## config.mk

```make
export PLATFORM = sky130hd
export DESIGN_NAME = uart_tx
export DESIGN_NICKNAME = d
export VERILOG_FILES = /design/src/rtl/uart_tx.sv
export SDC_FILE = /design/constraint.sdc
export NUM_CORES = 1
export LEC_CHECK = 0
export BUFFER_PORTS_ARGS = -buffer_cell sky130_fd_sc_hd__buf_2
export CAP_MARGIN = 20
export CORE_ASPECT_RATIO = 1.2
export CORE_UTILIZATION = 58
export CTS_CLUSTER_DIAMETER = 30
export DETAILED_ROUTE_END_ITERATION = 6
export HOLD_SLACK_MARGIN = 0.02
export PLACE_DENSITY = 0.88
export SLEW_MARGIN = 0
export SYNTH_ARGS = -nofsm -noshare
export SYNTH_HDL_FRONTEND = slang
export SYNTH_SLANG_ARGS = --single-unit
export TNS_END_PERCENT = 30
```

## constraint.sdc

```tcl
create_clock -name sys_clk -period 2.2 [get_ports sys_clk]
set_input_delay 0.55 -clock sys_clk [delete_from_list [all_inputs] [get_ports sys_clk]]
set_output_delay 0.55 -clock sys_clk [all_outputs]
set_load 0.1 [all_outputs]
```

## src/rtl/uart_tx.sv

```systemverilog
// UART transmitter: one byte per valid/ready handshake, sent as an 11-bit frame
// (start, 8 data bits LSB first, parity, stop) with every output driven from a flop.
module uart_tx #(
   parameter int BAUD_CNT    = 868,
   parameter bit PARITY_TYPE = 1'b1
) (
   input  logic       sys_clk,
   input  logic       sys_rst_n,
   input  logic [7:0] tx_data,
   input  logic       tx_valid,
   output logic       tx_ready,
   output logic       txd,
   output logic       tx_busy,
   output logic       tx_done
);

   localparam int             CW   = (BAUD_CNT > 1) ? $clog2(BAUD_CNT) : 1;
   localparam logic [CW-1:0]  LAST = CW'(BAUD_CNT - 1);

   typedef enum logic [2:0] {
      IDLE,
      START,
      DATA,
      PARITY,
      STOP
   } state_t;

   state_t        state_q, state_d;
   logic [CW-1:0] baud_q, baud_d;
   logic [2:0]    bit_q, bit_d;
   logic [7:0]    shift_q, shift_d;
   logic          par_q, par_d;
   logic          txd_q, txd_d;
   logic          ready_q, ready_d;
   logic          busy_q, busy_d;
   logic          done_q, done_d;

   logic          wrap;
   logic          accept;

   assign wrap   = (baud_q == LAST);
   assign accept = tx_valid && ready_q;

   // Outputs are derived from the next state so that they are registered yet line
   // up exactly with the state they describe; txd falls in the cycle after accept.
   always_comb begin
      state_d = state_q;
      baud_d  = wrap ? '0 : baud_q + CW'(1);
      bit_d   = bit_q;
      shift_d = shift_q;
      par_d   = par_q;

      case (state_q)
         IDLE: begin
            baud_d = '0;
            if (accept) begin
               state_d = START;
               shift_d = tx_data;
               par_d   = PARITY_TYPE ? ~^tx_data : ^tx_data;
            end
         end
         START: begin
            if (wrap) begin
               state_d = DATA;
               bit_d   = 3'd0;
            end
         end
         DATA: begin
            if (wrap) begin
               if (bit_q == 3'd7) begin
                  state_d = PARITY;
                  bit_d   = 3'd0;
               end else begin
                  bit_d   = bit_q + 3'd1;
                  shift_d = {1'b0, shift_q[7:1]};
               end
            end
         end
         PARITY: begin
            if (wrap) begin
               state_d = STOP;
            end
         end
         STOP: begin
            if (wrap) begin
               state_d = IDLE;
            end
         end
         default: begin
            state_d = IDLE;
            baud_d  = '0;
         end
      endcase

      case (state_d)
         START:   txd_d = 1'b0;
         DATA:    txd_d = shift_d[0];
         PARITY:  txd_d = par_d;
         default: txd_d = 1'b1;
      endcase

      ready_d = (state_d == IDLE);
      busy_d  = (state_d != IDLE);
      done_d  = (state_d == STOP) && (baud_d == LAST);
   end

   // Single state register; reset abandons any frame and forces the line high at once.
   always_ff @(posedge sys_clk or negedge sys_rst_n) begin
      if (!sys_rst_n) begin
         state_q <= IDLE;
         baud_q  <= '0;
         bit_q   <= 3'd0;
         shift_q <= 8'd0;
         par_q   <= 1'b0;
         txd_q   <= 1'b1;
         ready_q <= 1'b1;
         busy_q  <= 1'b0;
         done_q  <= 1'b0;
      end else begin
         state_q <= state_d;
         baud_q  <= baud_d;
         bit_q   <= bit_d;
         shift_q <= shift_d;
         par_q   <= par_d;
         txd_q   <= txd_d;
         ready_q <= ready_d;
         busy_q  <= busy_d;
         done_q  <= done_d;
      end
   end

   assign txd      = txd_q;
   assign tx_ready = ready_q;
   assign tx_busy  = busy_q;
   assign tx_done  = done_q;

endmodule

```

* Word level (Yosys, flattened, before mapping)
Index checks and enable logic that the tools add are counted.
Word-level totals: bits of input ports 11, logic and storage cells 58, output and inout bits 4, bits in registers 29
Cells by class: eq/ne operators 15, add/sub/neg operators 2, reduce and logical (&&, ||, !) cells 11, multiplexer cells 20
Operators by type and width (count):
- $mux 3 | 9
- $mux 8 | 3
- $eq 10x10->1 const B | 2
- $mux 10 | 2
- $pmux 8 s2 | 1
- $pmux 3 s5 | 1
- $eq 3x2->1 const B | 4
- $add 10x1->10 const B | 1
- $eq 3x3->1 const B | 3
- $ne 2x2->1 const B | 4
- $reduce_xnor 8->1 | 1
- $eq 3x1->1 const B | 2
- $logic_not 3->1 | 2
- $pmux 3 s2 | 1
- $reduce_and 4->1 | 1
- $reduce_bool 2->1 | 2
- $reduce_or 4->1 | 1
- $add 3x1->3 const B | 1
- $pmux 1 s3 | 1
- $reduce_and 3->1 | 1
- $reduce_bool 3->1 | 1
- $logic_and 1x1->1 | 2
- $mux 1 | 2

* Logic depth before layout (Yosys ltp)
depth in word-level cells 6, mapped depth 7

* Worst setup path after synthesis
No wires, ideal clock.
path kind register -> register, from register ready_q, in the netlist tx_ready, to register shift_q[7], arrival 1898 ps, stages on the path, launching flop included 5, slack 181 ps, period minus slack after synthesis 2019 ps, path through dfstp_2 nand2_1 or4_4 a21o_1 a22o_1
Between the ends: word-level cells in the longest chain between the ends 3
RTL lines:
- start, declared | line 34 | logic ready_q, ready_d;
- start signal, assigned | line 126 | ready_q <= ready_d;
- $logic_and 1x1->1 | line 42 | assign accept = tx_valid && ready_q;
- $ne 2x2->1 (no line)
- $reduce_and 4->1 (no line)
- end signal, assigned | line 123 | shift_q <= shift_d;
- end, declared | line 31 | logic [7:0] shift_q, shift_d;
No other way between the ends. A chain may end at the register's enable or synchronous reset.

* Worst setup path after layout
from register baud_q[0], to register txd_q, in the netlist txd
Between the ends: word-level cells in the longest chain between the ends 5
RTL lines:
- start, declared | line 29 | logic [CW-1:0] baud_q, baud_d;
- start signal, assigned | line 121 | baud_q <= baud_d;
- $eq 10x10->1 * | line 41 | assign wrap = (baud_q == LAST);
- $mux 3, on equally long branches
- $pmux 3 s5 | line 53 | case (state_q)
- $eq 3x2->1 / $eq 3x1->1 (equally long branches) | line 95 | case (state_d)
- $pmux 1 s3 * | line 95
- net txd_d | line 33 | logic txd_q, txd_d;
- end signal, assigned | line 125 | txd_q <= txd_d;
- end, declared | line 33
The timed path passes the listed nets; every way through them passes the cells marked *. The select of a mux whose other input is x is not followed.

==> qor.csv <==
metric;value;unit
Finished Layout Cells;211;
Hold Vio Cnt, Final;0;
total power;0.8984;mW
CTS tree;yes;
worst-path fanout max;6;
fin crit period;1886;ps
sequential cell area;728.2;um^2
dpl hpwl;2.345;mm
Starting Density;61.91;%
placed cell area;1688;um^2
Critical Setup Path Class;reg -> reg;
clk buf depth;2;
core area;2552;um^2
commonest register cell after synthesis;dfrtp_1;
clock-pin slew on the worst setup and hold paths;90;ps
ys async rst share;100.0;%
Placed Cells;204;
max-cap violations;0;
Clock Latency Late Sink;330;ps
Post-CTS Setup Bufs;0;
min-delay worst type;in -> async;
Worst Path Required;2440;ps
peak supply drop;0.4053;mV
Mapped Nets;173;
initial DRC count;40;
Setup Skew;6.198;ps
Post-Route Utilization;68.28;%
Seq cells post-synth;29;
status;complete, no violations;
antenna violations before repair;0;
LEAKAGE;0.7806;nW
global placement routability congestion;0.7962;
PD cells;515.4;nW/um^2
WP data arrival;2130;ps
layer with the highest usage;met2;
Filler cells;205;
met1 Track Usage GR;25.04;%
H-Tree Depth;2;
post-synth cell types;41;
sequential-to-total area share from yosys stat;46.08;%
worst-margin pin slew;631.9;ps
Core Rows;20;
gr usage total;23.92;%
synth warn;0;
number of flops mapped to enable cells by yosys;0;
die width;49.65;um
most frequent cells in the layout;27 x dfrtp_1, 22 x nand2_1, 18 x nor2_1, 14 x xnor2_1, 14 x buf_2;
first-pass GRT wire length;5.230;mm
final slew viol count;0;
# setup viols final;0;
design area;1743;um^2
Total Nets Final;192;
ANT cells;0;
Num CTS Buffers;5;
DRT antenna net count;0;
port buffer count;14;
multi-input gate area in the final layout;822.0;um^2
cts-stage hold buffer count;0;
Total Wirelength;3.101;mm
RSZ-0062 raised after global routing;no;
Chip Height;59.18;um
Post-Route Hold Slack;237.3;ps
vias in the first global route;1264;
Total Negative Setup Slacks;0;ps
drt via density;5.900;
Pre-antenna DRT Iters;4;
via count;1245;
M3 GR Usage;5.385;%
most common cell after layout, fill and taps aside;dfrtp_1;
final worst-path cycle share;85.73;%
layout cells sized above 1;17.98;%
fmax;0.5302;GHz
# IOs;15;
number of clock sinks;29;
post-place setup slack;344.8;ps
post-cts sizing count;0;
Slew headroom;57.87;%
P&R area growth vs syn;10.29;%
final worst slack;314.0;ps
pin count of the biggest net entering global routing;30;
gr ovfl total;0;
Avg WL per Cell;14.70;um
die area;2938;um^2
post-synth design cell area;1580;um^2
GR Layer Usage met2;44.02;%
DR DRC count;0;
Post-Syn Instances;159;
Synth Area per Inst;9.939;um^2
Worst Setup Start Kind;register;
Crit. End Element;register;
root buffer cell;clkbuf_4;
-- layout make-up --
type	count	area share, %
multi-input cells	123	47.16
flip-flops and latches	29	41.78
repair buffers	16	4.882
clock buffers	7	3.159
well taps	33	2.369
inverters	3	0.6461
-- state kept, by name, summed over array words and instances (netlist names) --
signal	flops
baud_q	10
shift_q	8
bit_q	3
state_q	3
par_q	1
tx_busy	1
tx_done	1
tx_ready	1
txd	1
-- routing by layer --
metal / share of wire (%) / up-vias
li1: - / 597
met1: 41 / 611
met2: 53 / 29
met3: 3.9 / 8
met4: 2.5 / 0
met5: 0 / -
-- final timing paths --
path                                     endpoint  slack (ps)                    from  cells after the start
setup / recovery                    txd$_DFF_PN1_         310     baud_q[0]$_DFF_PN0_                      6
hold / removal             shift_q[3]$_DFFE_PN0P_         240               sys_rst_n                      1
setup reg to reg                    txd$_DFF_PN1_         310     baud_q[0]$_DFF_PN0_                      6
hold reg to reg            shift_q[4]$_DFFE_PN0P_         470  shift_q[4]$_DFFE_PN0P_                      2
max in group asynchronous     baud_q[8]$_DFF_PN0_        1550               sys_rst_n                      1
min in group sys_clk       shift_q[4]$_DFFE_PN0P_         470  shift_q[4]$_DFFE_PN0P_                      2
-- report_power, final --
group | internal (mW) | leakage, nW | switching [mW] | total [mW]
combinational | 0.0208 | 0.376 | 0.0260 | 0.0468
clock | 0.150 | 0.0314 | 0.168 | 0.319
sequential | 0.533 | 0.373 | 0 | 0.533
-- worst max-delay path, cell delays in order, from the launching register on --
cell      delay [ps]
dfrtp_1          420
ha_1             260
nor4bb_4         290
nand3_2          200
mux2i_1          190
a211o_1          300
o22ai_1          150
-- cell usage after synthesis (all sizes together), types with 2 or more instances --
cell    instances  area share, %
or4             2            1.2
nand3b          2           0.95
nor2b           4            1.6
a22oi           6            2.9
nor4            3            2.5
o21ai           5            1.6
a21oi           4            1.3
mux2i           2            1.3
dfrtp          27             43
nand2          22            5.2
nand3           8            2.9
and4b           3            1.9
a22o            2            1.1
xnor2          14            7.8
dfstp           2            3.3
inv             3           0.71
nor2           18            4.3
xor2            3            1.7
and2            2           0.79
nor3b           4            2.5
nand4           3            1.2
ha              3            2.4
or2             2           0.79
buf             4            1.2
o31ai           2            1.3
-- kinds of logic after synthesis --
kind of cell | Yosys count | share of synthesized area (%)
buf+inv | 7 | 1.900
simple gates | 78 | 29.06
compound gates | 23 | 9.898
flops | 29 | 46.08
mux | 2 | 1.267
fa+ha+maj | 3 | 2.376
xor+xnor | 17 | 9.422
Power figures use the tool's default switching activity.
